==> src/rtl/melody_pkg.sv <==
// Shared definitions for the melody sequencer: pitch codes, tone half-period table,
// FSM state encoding and note field widths.
package melody_pkg;

    localparam int PITCH_W   = 4;
    localparam int HALF_W    = 18;
    localparam int NUM_TONES = 14;

    localparam logic [PITCH_W-1:0] PITCH_REST = 4'd0;
    localparam logic [PITCH_W-1:0] PITCH_END  = 4'd15;

    // Half-period in clock cycles for L_1..L_7, M_1..M_7 (pitch codes 1..14)
    localparam logic [HALF_W-1:0] HALF_TABLE [NUM_TONES] = '{
        18'd127552, 18'd113636, 18'd101236, 18'd95548, 18'd85136, 18'd75838, 18'd67567,
        18'd63776,  18'd56818,  18'd50607,  18'd47778, 18'd42553, 18'd37936, 18'd33783
    };

    typedef enum logic [1:0] {
        ST_IDLE  = 2'd0,
        ST_FETCH = 2'd1,
        ST_PLAY  = 2'd2,
        ST_GAP   = 2'd3
    } state_t;

    function automatic logic [HALF_W-1:0] half_cycles(input logic [PITCH_W-1:0] pitch);
        logic [HALF_W-1:0] half;
        half = '0;
        if (pitch != PITCH_REST && pitch != PITCH_END)
            half = HALF_TABLE[pitch - 4'd1];
        return half;
    endfunction

endpackage

==> src/rtl/tone_divider.sv <==
// Square-wave generator: toggles wave each time the counter reaches half-1.
// Counter and wave clear whenever en is low, so every tone starts at phase 0.
module tone_divider
    import melody_pkg::*;
(
    input  logic              clk,
    input  logic              rst,
    input  logic              en,
    input  logic [HALF_W-1:0] half,
    output logic              wave
);

    logic [HALF_W-1:0] r_cnt;
    logic              r_wave;

    always_ff @(posedge clk or posedge rst) begin
        if (rst) begin
            r_cnt  <= '0;
            r_wave <= 1'b0;
        end else if (!en) begin
            r_cnt  <= '0;
            r_wave <= 1'b0;
        end else if (r_cnt == half - HALF_W'(1)) begin
            r_cnt  <= '0;
            r_wave <= ~r_wave;
        end else begin
            r_cnt <= r_cnt + HALF_W'(1);
        end
    end

    assign wave = r_wave;

endmodule

==> src/rtl/melody_sequencer.sv <==
// Plays a song from a writable note RAM onto the buzzer: FETCH (1 cycle), PLAY (dur+1 beats),
// GAP (silent). start->busy in 1 cycle, tone from 2 cycles; stop aborts immediately.
module melody_sequencer
    import melody_pkg::*;
#(
    parameter int unsigned BEAT_CYCLES = 25000000,
    parameter int unsigned GAP_CYCLES  = 1000000,
    parameter int unsigned SONG_DEPTH  = 64,
    parameter int unsigned ADDR_W      = 6,
    parameter int unsigned DUR_W       = 3,
    parameter int unsigned PITCH_SHIFT = 0
) (
    input  logic                     clk,
    input  logic                     rst,
    input  logic                     start,
    input  logic                     stop,
    input  logic                     loop_en,
    input  logic                     wr_en,
    input  logic [ADDR_W-1:0]        wr_addr,
    input  logic [PITCH_W+DUR_W-1:0] wr_data,
    output logic                     beep,
    output logic                     sd,
    output logic                     busy,
    output logic                     done,
    output logic [ADDR_W-1:0]        cur_addr
);

    localparam longint unsigned PLAY_MAX = (64'd1 << DUR_W) * 64'(BEAT_CYCLES);
    localparam longint unsigned CNT_MAX  = (PLAY_MAX > 64'(GAP_CYCLES)) ? PLAY_MAX : 64'(GAP_CYCLES);
    localparam int              CNT_W    = $clog2(CNT_MAX + 64'd1);
    localparam logic [CNT_W-1:0]  GAP_LAST  = CNT_W'(GAP_CYCLES - 1);
    localparam logic [ADDR_W-1:0] LAST_ADDR = ADDR_W'(SONG_DEPTH - 1);

    logic [PITCH_W+DUR_W-1:0] r_mem [SONG_DEPTH];
    logic [PITCH_W+DUR_W-1:0] r_rd_data;

    state_t              r_state;
    logic [ADDR_W-1:0]   r_cur_addr;
    logic [CNT_W-1:0]    r_cnt;
    logic [PITCH_W-1:0]  r_pitch;
    logic [DUR_W-1:0]    r_dur;
    logic                r_done;

    state_t              w_state_nxt;
    logic [ADDR_W-1:0]   w_addr_nxt;
    logic [CNT_W-1:0]    w_cnt_nxt;
    logic                w_done_nxt;
    logic                w_end;
    logic [PITCH_W-1:0]  w_rd_pitch;
    logic [DUR_W-1:0]    w_rd_dur;
    logic [CNT_W-1:0]    w_play_last;
    logic [HALF_W-1:0]   w_half;
    logic                w_tone_en;
    logic                w_wave;

    assign w_rd_pitch  = r_rd_data[PITCH_W+DUR_W-1 -: PITCH_W];
    assign w_rd_dur    = r_rd_data[DUR_W-1:0];
    assign w_play_last = CNT_W'((64'(r_dur) + 64'd1) * 64'(BEAT_CYCLES) - 64'd1);

    // The read address is the next cur_addr, so the word is ready during FETCH.
    always_ff @(posedge clk) begin
        if (wr_en && r_state == ST_IDLE)
            r_mem[wr_addr] <= wr_data;
        r_rd_data <= r_mem[w_addr_nxt];
    end

    always_ff @(posedge clk or posedge rst) begin
        if (rst) begin
            r_state    <= ST_IDLE;
            r_cur_addr <= '0;
            r_cnt      <= '0;
            r_pitch    <= PITCH_REST;
            r_dur      <= '0;
            r_done     <= 1'b0;
        end else begin
            r_state    <= w_state_nxt;
            r_cur_addr <= w_addr_nxt;
            r_cnt      <= w_cnt_nxt;
            r_done     <= w_done_nxt;
            if (r_state == ST_FETCH) begin
                r_pitch <= w_rd_pitch;
                r_dur   <= w_rd_dur;
            end
        end
    end

    always_comb begin
        w_state_nxt = r_state;
        w_addr_nxt  = r_cur_addr;
        w_cnt_nxt   = r_cnt;
        w_done_nxt  = 1'b0;
        w_end       = 1'b0;
        unique case (r_state)
            ST_IDLE: begin
                if (start) begin
                    w_state_nxt = ST_FETCH;
                    w_addr_nxt  = '0;
                end
            end
            ST_FETCH: begin
                w_cnt_nxt = '0;
                if (w_rd_pitch == PITCH_END)
                    w_end = 1'b1;
                else
                    w_state_nxt = ST_PLAY;
            end
            ST_PLAY: begin
                if (r_cnt == w_play_last) begin
                    w_cnt_nxt   = '0;
                    w_state_nxt = ST_GAP;
                end else begin
                    w_cnt_nxt = r_cnt + CNT_W'(1);
                end
            end
            ST_GAP: begin
                if (r_cnt == GAP_LAST) begin
                    w_cnt_nxt = '0;
                    if (r_cur_addr == LAST_ADDR) begin
                        w_end = 1'b1;
                    end else begin
                        w_addr_nxt  = r_cur_addr + ADDR_W'(1);
                        w_state_nxt = ST_FETCH;
                    end
                end else begin
                    w_cnt_nxt = r_cnt + CNT_W'(1);
                end
            end
            default: w_state_nxt = ST_IDLE;
        endcase

        // End of song: either an END marker or running past the last entry.
        if (w_end) begin
            if (loop_en) begin
                w_addr_nxt  = '0;
                w_state_nxt = ST_FETCH;
            end else begin
                w_state_nxt = ST_IDLE;
                w_done_nxt  = 1'b1;
            end
        end

        if (stop) begin
            w_state_nxt = ST_IDLE;
            w_addr_nxt  = r_cur_addr;
            w_cnt_nxt   = '0;
            w_done_nxt  = 1'b0;
        end
    end

    assign w_half    = half_cycles(r_pitch) >> PITCH_SHIFT;
    assign w_tone_en = (r_state == ST_PLAY) && (r_pitch != PITCH_REST);

    tone_divider u_tone (
        .clk  (clk),
        .rst  (rst),
        .en   (w_tone_en),
        .half (w_half),
        .wave (w_wave)
    );

    assign beep     = (r_state == ST_PLAY) && w_wave;
    assign busy     = (r_state != ST_IDLE);
    assign sd       = busy;
    assign done     = r_done;
    assign cur_addr = r_cur_addr;

endmodule

==> config.mk <==
export PLATFORM = sky130hd
export DESIGN_NAME = melody_sequencer
export DESIGN_NICKNAME = d
export VERILOG_FILES = /design/src/rtl/melody_pkg.sv /design/src/rtl/tone_divider.sv /design/src/rtl/melody_sequencer.sv
export SDC_FILE = /design/constraint.sdc
export NUM_CORES = 1
export LEC_CHECK = 0
export BUFFER_PORTS_ARGS = -buffer_cell sky130_fd_sc_hd__buf_2
export CORE_MARGIN = 2
export CORE_UTILIZATION = 45
export CTS_BUF_LIST = sky130_fd_sc_hd__clkbuf_4
export CTS_CLUSTER_DIAMETER = 60
export DETAILED_ROUTE_END_ITERATION = 10
export GPL_ROUTABILITY_DRIVEN = 1
export MAX_ROUTING_LAYER = met4
export PLACE_DENSITY_LB_ADDON = 0.12
export SETUP_SLACK_MARGIN = 0.2
export SLEW_MARGIN = 5
export SYNTH_ARGS = -nofsm -noshare
export SYNTH_HDL_FRONTEND = slang
export SYNTH_HIERARCHICAL = 1
export SYNTH_SLANG_ARGS = --single-unit
export TNS_END_PERCENT = 1
==> constraint.sdc <==
create_clock -name clk -period 5.6 [get_ports clk]
set_input_delay 1.12 -clock clk [delete_from_list [all_inputs] [get_ports clk]]
set_output_delay 1.12 -clock clk [all_outputs]
set_load 0.02 [all_outputs]
==> results of run 1 <==
## stage by stage
step                      instance area (µm²)  hold slack (ns)  setup WS (ns)  utilization [%]  std cells
after floorplan                         25700            0.414          0.166                -       2165
after detailed placement                26900            0.460        -0.0387             47.8       2890
after CTS                               29000            0.268          0.201             51.5       3139
after global routing                    29100            0.319        0.00576             51.8       3145
final                                   29100            0.324          0.236             51.8       3146
after global placement                  26900            0.458        -0.0373             47.8       2890
## area by class of cell
class | count | area share [%]
antenna | 3 | 0.0258
clock buffer | 197 | 5.08
clock inverter | 37 | 0.958
inverter | 46 | 0.631
multi-input combinational | 1459 | 34.4
sequential | 518 | 52.1
tap | 756 | 3.25
timing repair buffer | 130 | 3.58
## metal layers
metal | global-route usage (%) | vias to the layer above | part of all wire, %
li1 | - | 8718 | -
met1 | 34.0 | 9289 | 43
met2 | 40.8 | 707 | 47
met3 | 5.37 | 117 | 6.5
met4 | 10.4 | 0 | 3.0
met5 | - | - | 0
## critical path, stage by stage (launching register included)
cell,delay (ns)
dfrtp_2,0.43
clkinvlp_4,0.13
ha_4,0.29
inv_4,0.05
fa_1,0.57
xor2_1,0.16
ha_1,0.27
buf_4,0.15
buf_4,0.14
ha_1,0.32
buf_4,0.18
nand4_1,0.12
or3b_2,0.47
o311ai_2,0.09
buf_4,0.18
xor2_1,0.07
or4_4,0.44
a2111oi_4,0.36
o211ai_4,0.18
buf_4,0.18
o21ai_1,0.13
mux2_2,0.34
## cell families (layout without fill, tap and decap cells)
| kind of cell | Yosys count | in the layout | synth area share (%) |
|---|---|---|---|
| buffers and inverters | 188 | 410 | 3.04 |
| other | 1 | 4 | 0.0147 |
| AO/OA/AOI/OAI | 451 | 451 | 13.1 |
| flip-flops | 518 | 518 | 59.4 |
| AND/OR/NAND/NOR | 810 | 810 | 16.3 |
| adder cells (fa/ha/maj) | 49 | 49 | 2.55 |
| multiplexers | 73 | 73 | 2.93 |
| XOR/XNOR | 75 | 75 | 2.69 |
## cells in the final DEF, fill, tap and decap left out, types with 38 or more instances in the layout
master	count
a211oi_1	107
a311oi_1	38
and3_1	102
buf_4	91
clkbuf_4	197
dfrtp_1	62
edfxtp_1	448
ha_1	40
inv_1	38
mux2i_1	59
nand2_1	196
nand3_1	148
nand4_1	48
nor2_1	148
o21ai_0	73
xnor2_1	42
## state kept, by name (all words and copies together), names as in the netlist
name,flops
cur_addr,6
r_pitch,4
r_mem,448
r_dur,3
r_state,2
done,1
r_cnt,28
u_tone/r_cnt,18
r_rd_data,7
u_tone/wave,1
## cell usage after synthesis (6+ instances only)
library cell and number:
and2_1 17, a211oi_1 108, or4_1 24, and4_1 6, nand4_1 48, clkbuf_1 91, a311oi_1 38, or3_1 14
a311o_1 6, buf_1 20, o211ai_1 25, edfxtp_1 448, nand3_1 149, nor3_1 29, a32oi_1 11, dfxtp_1 7
nand2b_1 15, o311ai_1 10, ha_1 44, a31oi_1 15, and3_1 104, o311ai_0 8, a21o_1 9, mux2i_1 59
mux2_2 14, a21oi_1 37, xor2_1 29, nor2_1 148, nor3b_1 6, xnor2_1 44, o21a_1 7, o2111ai_1 20
o31ai_1 13, nor4_1 19, dfrtp_1 63, inv_1 42, buf_2 25, o21ai_0 75, nand2_1 196
## timing repair
| item | CTS | global route |
|---|---|---|
| buffers inserted | 14 | 4 |
| pin swaps | 21 | 9 |
| hold buffers | 0 | 0 |
| endpoints found under the setup margin | 29 | 30 |
| resized for setup | 35 | 20 |
| gates cloned | 1 | 0 |
## report_power, final
| group | internal (mW) | switching, mW | total [mW] |
|---|---|---|---|
| clock | 1.77 | 1.59 | 3.36 |
| combinational | 4.35 | 5.97 | 10.3 |
| sequential | 4.25 | 0.0759 | 4.33 |
## final timing paths
kind | cells past startpoint | slack (ns) | from | end
setup reg to reg | 21 | 0.24 | r_dur[0]$_DFFE_PP0P_ | r_state[0]$_DFFE_PP0P_
max in group asynchronous | 2 | 4.70 | rst | u_tone/r_cnt[3]$_DFF_PP0_
min in group clk | 2 | 0.39 | loop_en | done$_DFF_PP0_
hold reg to reg | 2 | 0.47 | r_rd_data[2]$_DFF_P_ | r_dur[2]$_DFFE_PP0P_
setup / recovery | 21 | 0.24 | r_dur[0]$_DFFE_PP0P_ | r_state[0]$_DFFE_PP0P_
hold / removal | 3 | 0.32 | rst | r_pitch[2]$_DFFE_PP0P_
==> impl_metrics.toml, run 1 <==
[outcome]
status = "finished, final reports clean"

[cells_and_area]
drive_gt1_share_pct = 18.8
nFillCells = 5043
final_nets = 2361
multi_input_area_mm2 = 0.0100
area.growth.synth_to_final_pct = 14.1
seqCellArea_mm2 = 0.0152

[floorplan]
fp.dieH_um = 242
die_x_um = 242
core_mm2 = 0.0563
num_rows = 87
start_util_pct = 45.4
dieArea_mm2 = 0.0587
num_io_pins = 29

[power]
ir_worst_vdd_mv = 1.34
leakage_nw = 10.1
p_per_area_mw_per_mm2 = 618
power_mw = 18.0

[yosys]
ys_ff_latch = 518
ys_types = 98
netlist_area_mm2 = 0.0255
synth_seq_area_share_pct = 59.4
async_flop_share_pct = 12.2
synth_area_leaders = "edfxtp_1, dfrtp_1, a211oi_1"
synth-edff-count = 448
synthCells = 2165
synth_top_cell_area_share_pct = 52.7
yosys_most_used_dff = "edfxtp_1"
syn-num-nets = 2233
synth_top_area_cell = "edfxtp_1"
syn-mean-instance-area_um2 = 11.8
synth_warnings = 6

[timing]
finalMaxSlewViolations = 0
period_share_pct = 95.8
tightest_slew_ns = 1.28
skew_ns = 0.0708
hold_violations = 0
relSlewSlack_pct = 14.1
fin_tns_setup_ns = 0
fmax_ghz = 0.186
finalCriticalPeriod_ns = 5.36
rsz0062_at_grt = "true"
setup_viol = 0

[routing]
wl_mm = 74.4
drt_iter0_drc = 1698
vias = 18800
drc = 0
avgViaCountPerCell = 5.99
wire_per_inst_um = 23.7
dr.pass1.iters = 6
antenna_left = 0

[cts]
cts.clk_slew.worst_paths_ns = 0.06
cts_made_buffers = 138
cts-root-buf = "clkbuf_4"
clock_latency_ns = 0.98
clock_sinks = 518
cts.path.max_buffers = 3
cts_tree = "yes"
htree_num_levels = 4

[global_routing]
grt_usage_pct = 26.3
grt_pass1_wl_mm = 113
antenna_found_initial = 2
grt_max_degree = 142
grt_pass1_vias = 18800
gr-total-overflow = 0

[critical_path]
endpoint_kind = "flip-flop"
critical_path.max_fanout = 8
crit_type = "reg -> reg"
required_ns = 6.41
setup.worst_path.start_class = "flip-flop"
crit_arrival_ns = 6.17

[placed_design]
io_buffers = 28
place.gp.congestion = 0.892
place_hpwl_mm = 48.0

[worst_hold_path]
hp-class = "in -> async"

[flow_run]
maxCapViolCount = 0
(Power assumes the default switching activity.)
==> inputs of run 2 (changes only) <==
--- a/config.mk
+++ b/config.mk
@@ -6,9 +6,10 @@
 export NUM_CORES = 1
 export LEC_CHECK = 0
 export BUFFER_PORTS_ARGS = -buffer_cell sky130_fd_sc_hd__buf_2
+export CAP_MARGIN = 10
 export CORE_MARGIN = 2
 export CORE_UTILIZATION = 45
-export CTS_BUF_LIST = sky130_fd_sc_hd__clkbuf_4
+export CTS_BUF_LIST = sky130_fd_sc_hd__clkbuf_2
 export CTS_CLUSTER_DIAMETER = 60
 export DETAILED_ROUTE_END_ITERATION = 10
 export GPL_ROUTABILITY_DRIVEN = 1
@@ -18,6 +19,5 @@
 export SLEW_MARGIN = 5
 export SYNTH_ARGS = -nofsm -noshare
 export SYNTH_HDL_FRONTEND = slang
-export SYNTH_HIERARCHICAL = 1
 export SYNTH_SLANG_ARGS = --single-unit
 export TNS_END_PERCENT = 1
==> run 2 against run 1 <==
  * Utilization shrank 1.7 points
  * Critical endpoint is now r_cnt[9]$_DFFE_PP0P_
  * Sequential share of layout area grew 4.1 points
  * Wire length shrank 13%
  * Sequential power is essentially flat
  * Total power shrank 29%
  * Clock power shrank 20%
  * Via count shrank 8.5%
  * Hold slack lost 0.097 ns
  * First-iteration DRC count grew 0.18%
  * Highest routed layer unchanged
  * Global-route usage shrank 2.6 points
  * Die area shrank 3.7%
  * Final area shrank 7.3%
  * Largest power group unchanged
==> impl_metrics.toml, run 2 <==
[routing]
drc = 0
avgViaCountPerCell = 5.89
dr.pass1.iters = 5
antenna_left = 0
vias = 17200
wl_mm = 64.6
wire_per_inst_um = 22.1
drt_iter0_drc = 1701

[global_routing]
grt_pass1_vias = 16800
antenna_found_initial = 2
grt_max_degree = 88
grt_pass1_wl_mm = 99.0
grt_usage_pct = 23.7
gr-total-overflow = 0

[yosys]
synth_area_leaders = "edfxtp_1, dfrtp_1, nand2_1"
synth_top_area_cell = "edfxtp_1"
synth-edff-count = 448
synth_commonest_cells = "edfxtp_1, nand2_1, nor2_1, mux2i_1, a211oi_1"
yosys.cell_count.top_type = "edfxtp_1"
netlist_area_mm2 = 0.0246
synth_warnings = 0
ys_ff_latch = 518
synth_top_cell_area_share_pct = 54.7
async_flop_share_pct = 12.2
synth_seq_area_share_pct = 61.7
ys_types = 89
syn-mean-instance-area_um2 = 12.2
yosys_most_used_dff = "edfxtp_1"
syn-num-nets = 2082
synthCells = 2018

[timing]
relSlewSlack_pct = 31.5
period_share_pct = 93.4
fmax_ghz = 0.191
hold_violations = 0
finalCriticalPeriod_ns = 5.23
finalMaxSlewViolations = 0
setup_viol = 0
tightest_slew_ns = 1.02
rsz0062_at_grt = "true"
skew_ns = 0.105

[critical_path]
r2r_slack_ns = 0.37
crit_start = "r_dur[0]$_DFFE_PP0P_"
critical_path.max_fanout = 9
setup.worst_path.start_class = "flip-flop"
cp-endpoint = "r_cnt[9]$_DFFE_PP0P_"
crit_type = "reg -> reg"
crit_arrival_ns = 6.33
r2r-start = "r_dur[0]$_DFFE_PP0P_"
endpoint_kind = "flip-flop"
reg2reg_to = "r_cnt[9]$_DFFE_PP0P_"
required_ns = 6.70
rr_worst_depth = 19

[cts]
cts_tree = "yes"
cts.clk_slew.worst_paths_ns = 0.09
htree_num_levels = 4
clock_latency_ns = 1.30
clock_sinks = 518
cts-root-buf = "clkbuf_2"
cts.path.max_buffers = 3
cts_made_buffers = 140

[cells_and_area]
area.growth.synth_to_final_pct = 9.88
drive_gt1_share_pct = 16.6
biggestRegsByFlops = "r_mem: 448 flops, r_cnt: 28 flops, u_tone.r_cnt: 18 flops"
layout_common_cells = "edfxtp_1, nand2_1, clkbuf_2"
fin_util_pct = 50.1
final_nets = 2198
largest_reg_flops = 448
nFillCells = 4867
regMostFlops = "r_mem"
layout_commonest_cell = "edfxtp_1"

[outcome]
status = "finished, final reports clean"

[flow_run]
maxCapViolCount = 0

[power]
swShare_pct = 39.7
p_per_area_mw_per_mm2 = 476
seq_power_share_pct = 33.6
p_switching_mw = 5.10
leakage_nw = 9.15
p_clk_share_pct = 21.0
power_mw = 12.8
pwr-share-comb_pct = 45.4
ir_worst_vdd_mv = 0.564
p_int_mw = 7.74

[placed_design]
place_hpwl_mm = 40.2
io_buffers = 28
place.gp.congestion = 0.893

[floorplan]
num_rows = 85
num_io_pins = 29
dieArea_mm2 = 0.0565
fp.dieH_um = 238
die_x_um = 238
core_mm2 = 0.0539
start_util_pct = 45.6

[worst_hold_path]
hold_depth = 2
hp-class = "in -> reg"
-- run 2: cell types whose count changed in the layout (fill, tap and decap cells not counted), sizes merged, moves of 37 or more --
cell,delta
nand2,+97
mux2i,+38
a311oi,-37
and3,-83
nand3,-82
buf,-41
a32oi,+64
-- run 2: critical path, stage by stage, from the launching register on --
cell,delay (ns)
dfrtp_2,0.46
and2_1,0.19
nand2_1,0.09
nand2_1,0.09
xnor2_2,0.24
ha_4,0.25
xor2_1,0.16
ha_1,0.34
inv_1,0.08
fa_1,0.60
xnor2_1,0.15
or3_1,0.13
o211ai_1,0.09
or4_1,0.42
or4_4,0.50
a2111oi_4,0.38
o21ai_2,0.11
and3_4,0.24
or2_2,0.34
o2bb2ai_1,0.15
-- run 2: what timing repair did --
item | CTS | global route
endpoints found under the setup margin | 30 | 30
pin swaps | 1 | 4
gates resized for setup | 3 | 12
endpoints found under the hold margin | 16 | 0
setup buffers | 0 | 7
hold buffers | 1 | 0
-- run 2: final cells by class --
| class | count | area [µm²] | area share, % |
|---|---|---|---|
| Inverter | 43 | 165 | 0.612 |
| Tap cell | 696 | 871 | 3.23 |
| Clock inverter | 28 | 244 | 0.904 |
| Clock buffer | 203 | 1020 | 3.76 |
| Timing Repair Buffer | 90 | 637 | 2.36 |
| Multi-Input combinational cell | 1341 | 8880 | 32.9 |
| Antenna cell | 6 | 15.0 | 0.0556 |
| Sequential cell | 518 | 15200 | 56.2 |
-- run 2: worst min path at each step --
stage / startpoint / end / slack, ns
2_1_floorplan: r_rd_data[0]$_DFF_P_ / r_dur[0]$_DFFE_PP0P_ / 0.41
3_3_place_gp: r_rd_data[5]$_DFF_P_ / r_pitch[2]$_DFFE_PP0P_ / 0.45
3_5_place_dp: r_rd_data[5]$_DFF_P_ / r_pitch[2]$_DFFE_PP0P_ / 0.46
4_1_cts: stop / r_cnt[2]$_DFFE_PP0P_ / 0.11
5_1_grt: stop / r_cnt[0]$_DFFE_PP0P_ / 0.23
6_report: stop / r_cnt[2]$_DFFE_PP0P_ / 0.23
-- run 2: cells by family (layout without fill, tap and decap cells) --
family,count (synthesis),in the layout,share of synthesized area [%]
and+or+nand+nor,695,695,13.4
DFF,518,518,61.7
AOI/OAI and AO/OA,434,434,13.1
buffers and inverters,159,364,2.68
muxes,104,104,4.27
xor gates and xnor gates,63,63,2.36
adders and majority gates,45,45,2.41
other,0,6,0
-- run 2: power by group through the flow --
stage	combinational, mW	sequential (mW)	clock, mW
after floorplan	4.17	4.37	0
after global placement	5.36	4.41	0
after detailed placement	5.41	4.41	0
after CTS	5.52	4.32	2.79
after global routing	6.40	4.33	2.98
final	5.83	4.32	2.70
-- run 2: layer usage --
layer	GRT usage [%]	share of wire, %	wire length (µm)
met5	-	0	0
met4	9.68	2.5	1600
met3	4.83	7.2	4630
met2	35.0	46	29500
met1	32.1	45	28900
-- run 2: metrics by stage --
| step | instance area (µm²) | TNS [ns] | setup slack (ns) | std cells | hold slack, ns |
|---|---|---|---|---|---|
| floorplan | 24600 | 0 | 0.294 | 2018 | 0.410 |
| global placement | 25600 | 0 | 0.115 | 2680 | 0.448 |
| detailed placement | 25600 | -0.777 | -0.0654 | 2680 | 0.461 |
| CTS | 26900 | 0 | 0.195 | 2912 | 0.113 |
| global route | 27000 | 0 | 0.160 | 2921 | 0.230 |
| finish | 27000 | 0 | 0.367 | 2925 | 0.227 |
